## src/rtl/tick_pkg.sv

```systemverilog
// Shared types, defaults and helpers for the multi-channel tick generator.
// Imported by tick_channel and tick_gen_multi.
package tick_pkg;

    typedef enum logic {
        TICK_PULSE  = 1'b0,
        TICK_SQUARE = 1'b1
    } tick_mode_e;

    localparam int TICK_CNT_W_DEF   = 24;
    localparam int TICK_DEFAULT_DIV = 10_000_000;

    // Channel-select width; a single channel still gets a 1-bit select port.
    function automatic int tick_ch_w(input int n_ch);
        return (n_ch > 1) ? $clog2(n_ch) : 1;
    endfunction

endpackage

```

## src/rtl/tick_channel.sv

```systemverilog
// One divider channel: counter, active/shadow divisor, pending flag and output register.
// New divisors wait in the shadow register until a terminal count, a sync or a disable.
module tick_channel
    import tick_pkg::*;
#(
    parameter int CNT_W       = TICK_CNT_W_DEF,
    parameter int DEFAULT_DIV = TICK_DEFAULT_DIV
) (
    input  logic             clk,
    input  logic             rst_n,
    input  logic             en,
    input  tick_mode_e       mode,
    input  logic             sync,
    input  logic             load,
    input  logic [CNT_W-1:0] load_data,
    output logic             pend,
    output logic             q
);

    localparam logic [CNT_W-1:0] DIV_RST = CNT_W'(DEFAULT_DIV);

    logic [CNT_W-1:0] cnt_reg, cnt_next;
    logic [CNT_W-1:0] div_reg, div_next;
    logic [CNT_W-1:0] shd_reg, shd_next;
    logic             pend_reg, pend_next;
    logic             q_reg, q_next;
    logic             en_d_reg;
    tick_mode_e       mode_d_reg;
    logic             tc;

    // A zero divisor never reaches terminal count; div == 1 hits it every cycle.
    assign tc = (div_reg != '0) && (cnt_reg == (div_reg - CNT_W'(1)));

    always_comb begin
        cnt_next  = cnt_reg;
        div_next  = div_reg;
        shd_next  = shd_reg;
        pend_next = pend_reg;
        q_next    = q_reg;

        if (sync || !en) begin
            cnt_next = '0;
            q_next   = 1'b0;
            if (pend_reg) begin
                div_next  = shd_reg;
                pend_next = 1'b0;
            end
        end else if (!en_d_reg || (div_reg == '0)) begin
            // First enabled edge restarts the phase so the first tick lands at cycle div.
            cnt_next = '0;
            q_next   = 1'b0;
        end else begin
            cnt_next = tc ? '0 : cnt_reg + CNT_W'(1);
            if (tc && pend_reg) begin
                div_next  = shd_reg;
                pend_next = 1'b0;
            end
            if (mode != mode_d_reg) begin
                q_next = 1'b0;
            end else if (mode == TICK_PULSE) begin
                q_next = tc;
            end else begin
                q_next = q_reg ^ tc;
            end
        end

        // Loads only arrive while pend is clear, so they never race an apply.
        if (load) begin
            shd_next  = load_data;
            pend_next = 1'b1;
        end
    end

    always_ff @(posedge clk) begin
        if (!rst_n) begin
            cnt_reg    <= '0;
            div_reg    <= DIV_RST;
            shd_reg    <= DIV_RST;
            pend_reg   <= 1'b0;
            q_reg      <= 1'b0;
            en_d_reg   <= 1'b0;
            mode_d_reg <= mode;
        end else begin
            cnt_reg    <= cnt_next;
            div_reg    <= div_next;
            shd_reg    <= shd_next;
            pend_reg   <= pend_next;
            q_reg      <= q_next;
            en_d_reg   <= en;
            mode_d_reg <= mode;
        end
    end

    assign pend = pend_reg;
    assign q    = q_reg;

endmodule

```

## src/rtl/tick_gen_multi.sv

```systemverilog
// Multi-channel programmable tick / square-wave generator with a valid/ready
// divisor write port; writes to channels beyond N_CH are accepted and dropped.
module tick_gen_multi
    import tick_pkg::*;
#(
    parameter int  CNT_W       = TICK_CNT_W_DEF,
    parameter int  N_CH        = 4,
    parameter int  DEFAULT_DIV = TICK_DEFAULT_DIV,
    localparam int CH_W        = tick_ch_w(N_CH)
) (
    input  logic             clk,
    input  logic             rst_n,
    input  logic [N_CH-1:0]  en,
    input  logic [N_CH-1:0]  mode,
    input  logic             sync,
    input  logic             cfg_valid,
    output logic             cfg_ready,
    input  logic [CH_W-1:0]  cfg_ch,
    input  logic [CNT_W-1:0] cfg_div,
    output logic [N_CH-1:0]  tick_out
);

    logic [N_CH-1:0] ch_sel;
    logic [N_CH-1:0] ch_pend;
    logic [N_CH-1:0] ch_load;
    logic            cfg_accept;

    genvar gi;
    generate
        for (gi = 0; gi < N_CH; gi++) begin : g_ch
            assign ch_sel[gi]  = (cfg_ch == CH_W'(gi));
            assign ch_load[gi] = cfg_accept && ch_sel[gi];

            tick_channel #(
                .CNT_W       (CNT_W),
                .DEFAULT_DIV (DEFAULT_DIV)
            ) u_ch (
                .clk       (clk),
                .rst_n     (rst_n),
                .en        (en[gi]),
                .mode      (tick_mode_e'(mode[gi])),
                .sync      (sync),
                .load      (ch_load[gi]),
                .load_data (cfg_div),
                .pend      (ch_pend[gi]),
                .q         (tick_out[gi])
            );
        end
    endgenerate

    // Out-of-range selects match no channel, so they read as ready and load nothing.
    assign cfg_ready  = ~|(ch_sel & ch_pend);
    assign cfg_accept = cfg_valid && cfg_ready;

endmodule

```

## config.mk

```make
export PLATFORM = sky130hd
export DESIGN_NAME = tick_gen_multi
export DESIGN_NICKNAME = d
export VERILOG_FILES = /design/src/rtl/tick_pkg.sv /design/src/rtl/tick_channel.sv /design/src/rtl/tick_gen_multi.sv
export SDC_FILE = /design/constraint.sdc
export NUM_CORES = 1
export LEC_CHECK = 0
export ABC_CLOCK_PERIOD_IN_PS = 7400
export BUFFER_PORTS_ARGS = -buffer_cell sky130_fd_sc_hd__buf_2
export CAP_MARGIN = 5
export CORE_UTILIZATION = 30
export CTS_CLUSTER_SIZE = 24
export DETAILED_ROUTE_END_ITERATION = 7
export SYNTH_ARGS = -nofsm -noshare
export SYNTH_HDL_FRONTEND = slang
export SYNTH_SLANG_ARGS = --single-unit
```

## constraint.sdc

```tcl
create_clock -name clk -period 7.4 [get_ports clk]
set_input_delay 1.48 -clock clk [delete_from_list [all_inputs] [get_ports clk]]
set_output_delay 1.48 -clock clk [all_outputs]
set_load 0.02 [all_outputs]
```

Word level (Yosys, flattened, before mapping). Index checks and enable logic that the tools add are counted.

Bits of input ports: 38. Output and inout port bits: 5. Bits in registers: 304. Word-level logic and storage cells: 165.

Reduce and logical (&&, ||, !) cells: 64. Eq/ne operators: 23. Add/subtract/negate cells: 8. Bitwise gates (word level): 6. Muxes and demuxes: 36.

Operator list (count): $mux W24 (16); $add A24 B1 Y24 const B (4); $eq A24 B24 Y1 (4); $logic_not A24 Y1 (4); $reduce_bool A24 Y1 (4); $sub A24 B1 Y24 const B (4); $reduce_or A4 Y1 (9); $mux W1 (20); $ne A2 B1 Y1 const B (8); $logic_and A1 B1 Y1 (13); $ne A3 B1 Y1 const B (4); $reduce_and A3 Y1 (4); $reduce_bool A3 Y1 (4); $logic_not A1 Y1 (9); $logic_or A1 B1 Y1 (8); $reduce_and A2 Y1 (4); $reduce_bool A2 Y1 (4); $and A4 B4 Y4 (1); $eq A2 B2 Y1 const B (2); $ne A1 B1 Y1 (4); $xor A1 B1 Y1 (4); $eq A2 B1 Y1 const B (1); $logic_not A2 Y1 (1); $not A1 Y1 (1).

Logic depth before layout (Yosys ltp).
Depth after elaboration: 8. Mapped depth: 13. Mapped depth without buffers: 10.

Modules after synthesis. A second synthesis with hierarchy kept.

Cell total of the unflattened synthesis: 1895. Area total of the unflattened synthesis: 16080.4 um^2.

By module, submodules not included: tick_channel (g_ch[0].u_ch ...) (cells each 472, area each 4003.8 um^2, times used 3, sequential area each 1521.5 um^2); tick_channel (g_ch[3].u_ch) (cells each 472, area each 4005.1 um^2, times used 1, sequential area each 1521.5 um^2); tick_gen_multi (cells each 7, area each 63.8 um^2, times used 1, sequential area each 0.0 um^2).

Worst setup path before layout. Ideal clock, no wire load.

Path type: input -> output. Start point: in cfg_ch[0]. End point: out cfg_ready. Arrival: 2.266 ns. Data required time: 5.920 ns. Stages on the path: 2. Path slack: 3.654 ns. Cell sequence: mux2_2 o21ai_0.

Longest elaborated chain between the ends: 4. Elaborated cells on any way between the ends: 7.

Ends and longest elaborated chain: start, declared (line tick_gen_multi.sv:18) `input logic [CH_W-1:0] cfg_ch,`; $eq A2 B1 Y1 (tied with other cells) (line tick_gen_multi.sv:31) `assign ch_sel[gi] = (cfg_ch == CH_W'(gi));`; $and A4 B4 Y4 * (line tick_gen_multi.sv:52) `assign cfg_ready = ~|(ch_sel & ch_pend);`; $reduce_or A4 Y1 * (line tick_gen_multi.sv:52); $logic_not A1 Y1 * (line tick_gen_multi.sv:52); end, declared (line tick_gen_multi.sv:17) `output logic cfg_ready,`.

Every way passes the cells marked *; elsewhere a longest branch is shown, timed or not.

Worst setup path in the final report.
Start point: reg g_ch[3].u_ch.div_reg[0]. End point: reg g_ch[3].u_ch.cnt_reg[8].

Longest elaborated chain between the ends: 4. Elaborated cells on any way between the ends: 7.

Ends and longest elaborated chain: start, declared (line tick_channel.sv:23) `logic [CNT_W-1:0] div_reg, div_next;`; start signal, assigned (line tick_channel.sv:85) `div_reg <= div_next;`; $sub A24 B1 Y24 (line tick_channel.sv:32) `assign tc = (div_reg != '0) && (cnt_reg == (div_reg - CNT_W'(1)));`; $eq A24 B24 Y1 (line tick_channel.sv:32); $logic_and A1 B1 Y1 (line tick_channel.sv:32); $reduce_or A4 Y1 (no source line) *; end signal, assigned (line tick_channel.sv:84) `cnt_reg <= cnt_next;`; end, declared (line tick_channel.sv:22) `logic [CNT_W-1:0] cnt_reg, cnt_next;`.

Marked as above. A chain may end at the register's enable or synchronous reset.

==> results.md <==
- Yosys top cell area share: 38.2%
- Final min period: 4.10 ns
- Fin. Hold Viols: 0
- Final ANT Viol Nets: 0
- Util after Layout: 33.5%
- Met1 Use GR: 20.8%
- GRT met2 Usage: between 20% and 30%
- Full die area: ~54,000 µm²
- Post-CTS setup buffers: 0
- Post-Synthesis Cells: approximately 2,000
- Vias in the first global route: 12,952
- Startpoint types: register
- Largest area contributor in the netlist: dfxtp_1
- Synth top area cells: dfxtp_1, nand2_1, mux2i_1
- Main flop type after synthesis: dfxtp_1
- Post-route DRC: 0
- Finished layout cell area: 17,600 µm²
- Register area: slightly above 6000 µm²
- Total grt overflow: 0
- Number of setup violations in the final report: 0
- Core Box Area: 52,600 µm²
- Sink Count: 304
- Final-layout fill cell count: 5,527
- Crit Path Class: reg2reg
- RSZ-0062 raised after global routing: false
- Row cnt: 84
- Routability cong.: 0.882
- Yosys reg bits: 304
- Leakage: 5.77 nW
- CP arrival: 4.47 ns
- Synth cell count leaders: nand2_1, dfxtp_1, nor2_1, xnor2_1, mux2i_1
- Post-synthesis sequential area ratio: 38.2%
- I/O pin cnt: 43
- Post-route setup TNS: 0 ns
- Ys Warns: 0
- DP Area: 16,500 µm²
- Total Power: ~3.5 mW
- Mapped Area: 15,900 µm²
- Slew Viols, Final: 0
- Final Net Count: around 2,000
- Syn Nets: 2,041
- Largest net degree at the start of global routing: between 60 and 70
- Max stage delay on crit path: 0.81 ns
- Synth unique cells: 77
- Post-DP HPWL: 30,600 µm
- M3 GR Usage: 2.51%
- Share of layout cells above drive strength 1: 7.13%
- Die height: 232 µm
- Hold WS: 0.454 ns
- # resized after CTS: 0
- Busiest grt layer: met2
- Critical Path, Cell by Cell: inv_1 -> ha_1 -> nor4b_1 -> nand2_1 -> nor4_1 -> o21ai_0 -> a2111oi_1 -> nand4_1 -> nand2b_1 -> nor2_1
- Wire length per cell: 16.0 µm
- Reg clk slew, reported paths: 0.06 ns
- Synth async-reset ratio: 0%
- Clk_lat worst skew: 0.53 ns
- Global-route wire length before repair: between 60,000 and 70,000 µm
- Vias: roughly 14,000
- Fmax: 244 MHz
- Req. time, crit path: between 7 and 8 ns
- Initial antenna violation count: 1
- Mean Syn Cell Area: 8.00 µm²
- PortBufs: between 40 and 50
- H-tree depth: 2
- Number of buffers created by CTS: 35
- Period utilization: 55.4%
- Max-cap violations: 0
- TritonRoute pass-1 iters: 5
- Worst-Margin Slew: 1.10 ns
- Die width: 232 µm
- CP delay by family, top: simple AND/OR/NAND/NOR gates
- Slowest CP cell: nor4b_1
- Area of the multi-input gates: 9150 µm²
- CTS tree: yes
- Crit path max fanout: 24
- CTS Hold Buffers Added: 0
- Number of synthesized flops with an enable pin: 0
- Peak VDD IR: 0.000178 V
- CTS max path bufs: 3
- Syn-to-layout area delta: 10.6%
- Clock root buffer: clkbuf_16
- Type of the most critical hold path: reg2reg
- DRT iter0 DRCs: 875
- GRT Resource Usage Total: 15.9%
- CP bufs+invs: 1
- Pwr Density: 201 nW/µm²
- Total Wirelength: 42,700 µm
- Most common cell in the netlist: nand2_1
- Worst setup EP type: register
- Outcome: complete, no violations
- Max_slew headroom: 26.8%
- Starting density of the core: 30.3%
- Number of vias per cell: 5.13
- Clock Skews: 0.0189 ns
[report_power, final]
group / total [mW] / leakage [nW] / internal (mW) / switching (mW)
registers: 1.68 / 2.46 / 1.66 / 0.0183
logic: 0.151 / 2.76 / 0.0454 / 0.105
clock network: 1.70 / 0.549 / 1.01 / 0.696
[cell families after synthesis]
kind of cell / count (synthesis) / share of synthesized area, %
fa+ha+maj: 12 / 0.943
flops: 304 / 38.2
compound gates: 210 / 8.67
xor+xnor: 195 / 10.7
mux: 107 / 6.75
simple gates: 1008 / 30.3
buf+inv: 155 / 4.43
[stage by stage]
step | worst slack (ns) | std cells
2_1_floorplan | 3.65 | 1991
3_3_place_gp | 3.53 | 2604
3_5_place_dp | 3.41 | 2604
4_1_cts | 3.40 | 2665
5_1_grt | 2.96 | 2666
6_report | 3.30 | 2666
[worst register-to-register path, stage by stage, from the launching register on]
cell,delay (ns)
dfxtp_1,0.36
inv_1,0.10
ha_1,0.27
nor4b_1,0.81
nand2_1,0.30
nor4_1,0.29
o21ai_0,0.13
a2111oi_1,0.50
nand4_1,0.34
nand2b_1,0.73
nor2_1,0.13
[path summary, 6_finish.rpt]
path         cells past startpoint                      end  slack, ns               startpoint
max                             10  g_ch[3].u_ch.cnt_reg[8]       3.30  g_ch[3].u_ch.div_reg[0]
min                              2  g_ch[3].u_ch.shd_reg[3]       0.45  g_ch[3].u_ch.shd_reg[3]
max reg2reg                     10  g_ch[3].u_ch.cnt_reg[8]       3.30  g_ch[3].u_ch.div_reg[0]
min reg2reg                      2  g_ch[3].u_ch.shd_reg[3]       0.45  g_ch[3].u_ch.shd_reg[3]
[final cells by class]
| cell class | count | share of cell area, % |
|---|---|---|
| Multi-Input combinational cell | 1532 | 51.9 |
| Sequential cell | 304 | 34.6 |
| Clock buffer | 48 | 5.59 |
| Tap cell | 688 | 4.89 |
| Timing Repair Buffer | 51 | 1.59 |
| Clock inverter | 13 | 0.789 |
| Inverter | 29 | 0.632 |
| Antenna cell | 1 | 0.0142 |
[placed cells by master (no fill, tap or decap), types with 35 or more instances in the layout]
cell type and instances:
nand2_1 385, dfxtp_1 304, nor2_1 233, xnor2_1 111, mux2i_1 104, nand3_1 99
xor2_1 84, a21oi_1 84, nor3_1 47, nand4_1 43, buf_2 41, clkbuf_16 35
[layer usage]
layer	up-vias	share of wire, %
li1	6778	-
met1	6529	46
met2	301	48
met3	64	4.5
met4	0	2.2
met5	-	0
No activity file was read; power rests on OpenSTA's default activity.
